==> src/rtl/dtree_feature_loader.sv <==
// Purpose : front-end for the combinational decision-tree classifier. Collects a
//           serial feature stream into a registered parallel bus and returns the
//           tree's class on a valid/ready result interface.
// Latency : m_valid rises SETTLE edges after the edge that accepts the final beat.
// Backpr. : s_ready=0 while settling or holding a result; the result is held until m_ready.
//
// Ports:
//   clk, rst_n          rising-edge clock, asynchronous active-low reset
//   s_valid/s_ready     feature beat handshake; s_data = feature, s_last = end of frame
//   feat_bus            registered features, slot k at [k*FEAT_W +: FEAT_W]
//   cls_in              class code returned by the tree (sampled at end of settle)
//   m_valid/m_ready     result handshake; m_class = captured class
//   err_frame           one-cycle pulse on a short or long frame
//   frame_cnt           number of results delivered (wraps)
module dtree_feature_loader #(
    parameter int N_FEAT = 36,
    parameter int FEAT_W = 8,
    parameter int CLS_W  = 5,
    parameter int SETTLE = 1,
    parameter int CNT_W  = 16
) (
    input  logic                     clk,
    input  logic                     rst_n,
    input  logic                     s_valid,
    output logic                     s_ready,
    input  logic [FEAT_W-1:0]        s_data,
    input  logic                     s_last,
    output logic [N_FEAT*FEAT_W-1:0] feat_bus,
    input  logic [CLS_W-1:0]         cls_in,
    output logic                     m_valid,
    input  logic                     m_ready,
    output logic [CLS_W-1:0]         m_class,
    output logic                     err_frame,
    output logic [CNT_W-1:0]         frame_cnt
);

    localparam int IDX_W = (N_FEAT > 1) ? $clog2(N_FEAT) : 1;
    localparam logic [IDX_W-1:0] LAST_IDX    = IDX_W'(N_FEAT - 1);
    localparam logic [3:0]       SETTLE_INIT = 4'(SETTLE);

    typedef enum logic [1:0] {
        ST_LOAD   = 2'd0,
        ST_DRAIN  = 2'd1,
        ST_SETTLE = 2'd2,
        ST_OUT    = 2'd3
    } state_t;

    state_t                         state_q,     state_d;
    logic [IDX_W-1:0]               idx_q,       idx_d;
    logic [N_FEAT-1:0][FEAT_W-1:0]  feat_q,      feat_d;
    logic [3:0]                     settle_q,    settle_d;
    logic [CLS_W-1:0]               m_class_q,   m_class_d;
    logic                           m_valid_q,   m_valid_d;
    logic                           err_frame_q, err_frame_d;
    logic [CNT_W-1:0]               frame_cnt_q, frame_cnt_d;

    logic beat_acc;

    // Ready is a pure state decode so it needs no reset of its own; it reads 1
    // during reset because the reset state is LOAD.
    assign s_ready  = (state_q == ST_LOAD) || (state_q == ST_DRAIN);
    assign beat_acc = s_valid && s_ready;

    always_comb begin
        state_d     = state_q;
        idx_d       = idx_q;
        feat_d      = feat_q;
        settle_d    = settle_q;
        m_class_d   = m_class_q;
        m_valid_d   = m_valid_q;
        frame_cnt_d = frame_cnt_q;
        err_frame_d = 1'b0;

        case (state_q)
            ST_LOAD: begin
                if (beat_acc) begin
                    // Every accepted LOAD beat lands in its slot, even the
                    // terminating beat of a malformed frame.
                    feat_d[idx_q] = s_data;
                    if (idx_q == LAST_IDX) begin
                        idx_d = '0;
                        if (s_last) begin
                            settle_d = SETTLE_INIT;
                            state_d  = ST_SETTLE;
                        end else begin
                            // Long frame: swallow the excess beats up to s_last.
                            err_frame_d = 1'b1;
                            state_d     = ST_DRAIN;
                        end
                    end else if (s_last) begin
                        // Short frame: restart, keep partial slots, no result.
                        idx_d       = '0;
                        err_frame_d = 1'b1;
                    end else begin
                        idx_d = idx_q + 1'b1;
                    end
                end
            end

            ST_DRAIN: begin
                if (beat_acc && s_last) begin
                    state_d = ST_LOAD;
                end
            end

            ST_SETTLE: begin
                // The counter is loaded with SETTLE on the last-beat edge, so
                // capturing when it reads 1 gives exactly SETTLE edges of settle.
                if (settle_q <= 4'd1) begin
                    settle_d  = 4'd0;
                    m_class_d = cls_in;
                    m_valid_d = 1'b1;
                    state_d   = ST_OUT;
                end else begin
                    settle_d = settle_q - 4'd1;
                end
            end

            ST_OUT: begin
                if (m_ready) begin
                    m_valid_d   = 1'b0;
                    frame_cnt_d = frame_cnt_q + 1'b1;
                    state_d     = ST_LOAD;
                end
            end

            default: begin
                state_d = ST_LOAD;
            end
        endcase
    end

    always_ff @(posedge clk or negedge rst_n) begin
        if (!rst_n) begin
            state_q     <= ST_LOAD;
            idx_q       <= '0;
            feat_q      <= '0;
            settle_q    <= 4'd0;
            m_class_q   <= '0;
            m_valid_q   <= 1'b0;
            err_frame_q <= 1'b0;
            frame_cnt_q <= '0;
        end else begin
            state_q     <= state_d;
            idx_q       <= idx_d;
            feat_q      <= feat_d;
            settle_q    <= settle_d;
            m_class_q   <= m_class_d;
            m_valid_q   <= m_valid_d;
            err_frame_q <= err_frame_d;
            frame_cnt_q <= frame_cnt_d;
        end
    end

    assign feat_bus  = feat_q;
    assign m_class   = m_class_q;
    assign m_valid   = m_valid_q;
    assign err_frame = err_frame_q;
    assign frame_cnt = frame_cnt_q;

endmodule

==> config.mk <==
export PLATFORM = sky130hd
export DESIGN_NAME = dtree_feature_loader
export DESIGN_NICKNAME = d
export VERILOG_FILES = /design/src/rtl/dtree_feature_loader.sv
export SDC_FILE = /design/constraint.sdc
export NUM_CORES = 1
export LEC_CHECK = 0
export CORE_MARGIN = 1.5
export CORE_UTILIZATION = 35
export CTS_CLUSTER_SIZE = 20
export DETAILED_ROUTE_END_ITERATION = 7
export PLACE_DENSITY_LB_ADDON = 0.12
export SYNTH_ARGS = -nofsm -noshare
export SYNTH_HDL_FRONTEND = slang
export SYNTH_SLANG_ARGS = --single-unit
export TNS_END_PERCENT = 30
==> constraint.sdc <==
create_clock -name clk -period 4.7 [get_ports clk]
set_clock_uncertainty 0.1 [all_clocks]
set_input_delay 1.175 -clock clk [delete_from_list [all_inputs] [get_ports clk]]
set_output_delay 1.175 -clock clk [all_outputs]
set_load 0.05 [all_outputs]
==> results <==
- Detailed placement ended at an HPWL of 23000 um.
- The hold slack is 0.375 ns.
- The synthesized-area fraction occupied by and/or/nand/nor cells is 6.19%.
- The post-CTS setup-driven buffer insertion count is 0.
- The tree is rooted in a clkbuf_16.
- The final routed wirelength across all metal layers is 35800 um.
- The worst path setup slack after routing is 1.46 ns.
- STA classifies the critical path startpoint as a flip-flop.
- The origin of the critical flop-to-flop path is state_q[0]$_DFFE_PN0P_.
- Yosys mapped the design onto 42 distinct sky130hd cell types.
- The post-synthesis xor/xnor area fraction is 1.25%.
- The number of global-route vias before repair is 8425.
- In the layout the commonest cells are 323 x dfrtp_1, 320 x clkdlybuf4s50_1, 291 x mux2_2.
- Once placement finished, the instance area stood at 16400 um^2.
- The final net count is 1178.
- After layout, the worst path uses 69.0% of the clock period.
- The number of antenna violations at the first check in global routing is 1.
- The part of the total power dissipated in sequential elements is 39.4%.
- The run finished with clean final reports.
- For this run, the leading register cell type out of synthesis is dfrtp_1.
- In this run the deepest clock path goes through 3 buffers.
- Setup repair after global routing left no endpoint under its margin.
- The synthesized design contains 323 register bits.
- Summed over all layers, the global routing overflow is 0.
- The fraction of the mapped netlist area in adder cells is 0.396%.
- Synthesis produced a netlist with a net count of 836.
- Tracing the worst setup path back leads to its startpoint at state_q[1]$_DFFE_PN0P_.
- Timing analysis after detailed placement gives a worst setup slack of 1.24 ns.
- Before antenna repair, the detailed router went through 4 iterations.
- In this run the number of H-tree levels came out at 2.
- Using the TritonRoute via totals, the vias-per-cell ratio works out to 4.87.
- The average wire per cell in the routed design is 21.9 um.
- Hold repair after CTS inserted 0 buffers.
- Data arrives at the worst endpoint at 1.97 ns.
- The Yosys step of the flow raised 0 warnings.
- For this design, the slowest cell found on the critical path is clkdlybuf4s50_1.
- For this design the static power due to leakage is 0.00820 uW.
- The fraction of layout instances using a drive strength above 1 is 34.0%.
- The class of the most critical setup path is flip-flop to output port.
- The clock network is responsible for 36.4% of the overall power.
- The layout filler cell count is 3201.
- Combinational logic is responsible for 24.2% of the overall power.
- The critical path's largest stage delay is 0.83 ns.
- Summing the sequential cell areas from Yosys gives 64.0% of the chip area.
- The critical path contains buffers and inverters numbering 2 combined.
- The number of DRC violations after detailed routing is 0.
- The mapped netlist covers 12600 um^2.
- After floorplanning, the core was divided into 69 placement rows.
- The overall routing resource usage is 19.4%.
- By area, the combinational part of the netlist is dominated by multiplexers.
- Once placement completed, the tool counted placed cells totaling 1577.
- The share of synthesized area spent on multiplexers is 26.1%.
- Timing would allow up to 0.309 GHz.
- Across the VDD grid, the largest voltage drop is 442 uV.
- Setup violations remaining at the end of the flow were counted as 0.
- The power dissipated by switching net loads is 2610 uW.
- Synthesis handed over a netlist of 814 instances.
- The internal portion of the total power is 5590 uW.
- For this run, asynchronously set or reset flops after synthesis account for 100%.
- The count of final hold-check violations is 0.
- The count of placed standard cells in the final layout, fillers left out is 1639.
- The routed design could run at a clock period as short as 3.24 ns.
- After clock tree synthesis, the clock-pin slew on the worst setup and hold paths is 0.05 ns.
- The final number of max-transition violations is 0.
- The via count of the routed design is 7989.
- The chip width is 193 um.
- The complex-gate fraction of the synthesized area is 0.822%.
- Power spread over the standard cell area amounts to 464 nW/um^2.
- Traced cell by cell, the critical path runs through inv_1 > clkdlybuf4s50_1.
- Summed over all failing endpoints, the final setup total negative slack is 0 ns.
- The endpoint kind of the worst setup timing path is an output port.
- Once detail routing completed, the nets flagged for antenna violations numbered 0.
- Input and output buffers added on the ports amount to 329.
- Post-CTS repair changed the size of 0 cells.
- At the worst endpoint, the required time is 3.42 ns.
- In this run the tightest slew margin relative to its limit is 28.9%.
- A synthesized cell averages 15.5 um^2.
- The sink count of the clock tree is 323.
- Net switching is 31.8% of the power.
- 0 antenna diodes ended up in the layout.
- The placer congestion estimate is 0.768.
- The initial cell density of the core is 35.5%.
- From synthesis to final layout, the design area changed by 39.8%.
- The total non-filler cell area in the finished layout is 17700 um^2.
- The maximum fanout along the worst path is 9.
- The path class of the tightest hold or removal check is flip-flop to flip-flop.
- The worst hold path startpoint is m_valid$_DFFE_PN0P_.
- The clock buffer count from CTS is 38.
- For this block, the initial DRC count from the detailed router was 283.
- The region available for standard cell placement spans 35600 um^2.
- The die covers 37200 um^2.
- The I/O pin count is 330.
- In this run the vertical extent of the chip is 193 um.
- The max-capacitance violation count is 0.
- Clock latency on the worst-skew pair, taken at its later pin, is 0.51 ns.
- The number of enable flip-flop cells after synthesis is 0.
- The global-route wire length before repair is 54100 um.
- The pin count of the biggest net entering global routing is 90.
- For the pin with the worst max-slew slack, the measured transition is 1.07 ns.
- TritonCTS built the clock tree.
- The library cell used most frequently in the layout, excluding fill and tap cells, is dfrtp_1.
- The largest delay contributor family on the critical path is buffers and inverters.
==> final timing paths <==
kind / endpoint / depth (start not counted) / slack, ns
max: s_ready / 2 / 1.46
min: m_valid$_DFFE_PN0P_ / 1 / 0.37
max reg2reg: feat_bus[238]$_DFFE_PN0P_ / 4 / 2.37
min reg2reg: m_valid$_DFFE_PN0P_ / 1 / 0.37
max in group asynchronous: frame_cnt[14]$_DFFE_PN0P_ / 2 / 2.93
min in group asynchronous: feat_bus[136]$_DFFE_PN0P_ / 1 / 0.57
==> synthesized netlist by cell type, types with 7 or more instances <==
| cell type | n | area [um^2] |
|---|---|---|
| buf_2 | 7 | 35.0 |
| clkbuf_1 | 25 | 93.8 |
| dfrtp_1 | 323 | 8080 |
| mux2_2 | 291 | 3280 |
| nand2_1 | 26 | 97.6 |
| nand2_2 | 7 | 43.8 |
| nand3_1 | 13 | 65.1 |
| nand4_1 | 8 | 50.1 |
| nor2_1 | 14 | 52.6 |
| nor2_2 | 15 | 93.8 |
| nor2_4 | 11 | 124 |
| xnor2_1 | 13 | 114 |
==> cell families after synthesis <==
family | Yosys count
AOI/OAI and AO/OA | 16
xor gates and xnor gates | 18
adders and majority gates | 4
buffers and inverters | 37
DFF | 323
muxes | 293
and+or+nand+nor | 123
==> registers in the layout, indices dropped and copies added, names as in the netlist <==
name	count
m_valid	1
m_class	5
state_q	2
feat_bus	288
err_frame	1
idx_q	6
settle_q	4
frame_cnt	16
==> metal layers <==
layer	up-vias	wire length, um	GRT usage, %
met3	41	2740	6.37
met5	-	0	0
met1	4156	16100	26.4
li1	3548	-	-
met4	0	661	4.62
met2	244	16300	30.0
==> layout make-up <==
type                       count  area [um^2]  area share [%]
timing repair buffer         335         3320            18.8
inverter                       4         15.0          0.0851
sequential                   323         8080            45.8
clock buffer                  55         1130            6.38
multi-input combinational    454         4390            24.9
tap                          461          577            3.27
clock inverter                 7          141           0.801
==> worst register-to-register path: cells and delay by family, from the launching register on <==
| kind | cells | cell delay, ns |
|---|---|---|
| multiplexers | 1 | 0.40 |
| AND/OR/NAND/NOR | 3 | 1.21 |
| flip-flops | 1 | 0.50 |
==> power groups by stage <==
stage / clock (uW) / sequential, uW / combinational (uW)
3_3_place_gp: 0 / 3270 / 1990
4_1_cts: 3080 / 3230 / 2000
2_1_floorplan: 0 / 4040 / 509
6_report: 2980 / 3230 / 1980
3_5_place_dp: 0 / 3280 / 2000
5_1_grt: 3170 / 3270 / 2080
==> stage by stage <==
step                      utilization, %  total power [uW]
final                               49.6              8200
after global routing                49.6              8530
after global placement              46.1              5250
after detailed placement            46.1              5270
after CTS                           49.6              8310
after floorplan                        -              4550
(Power assumes the default switching activity.)
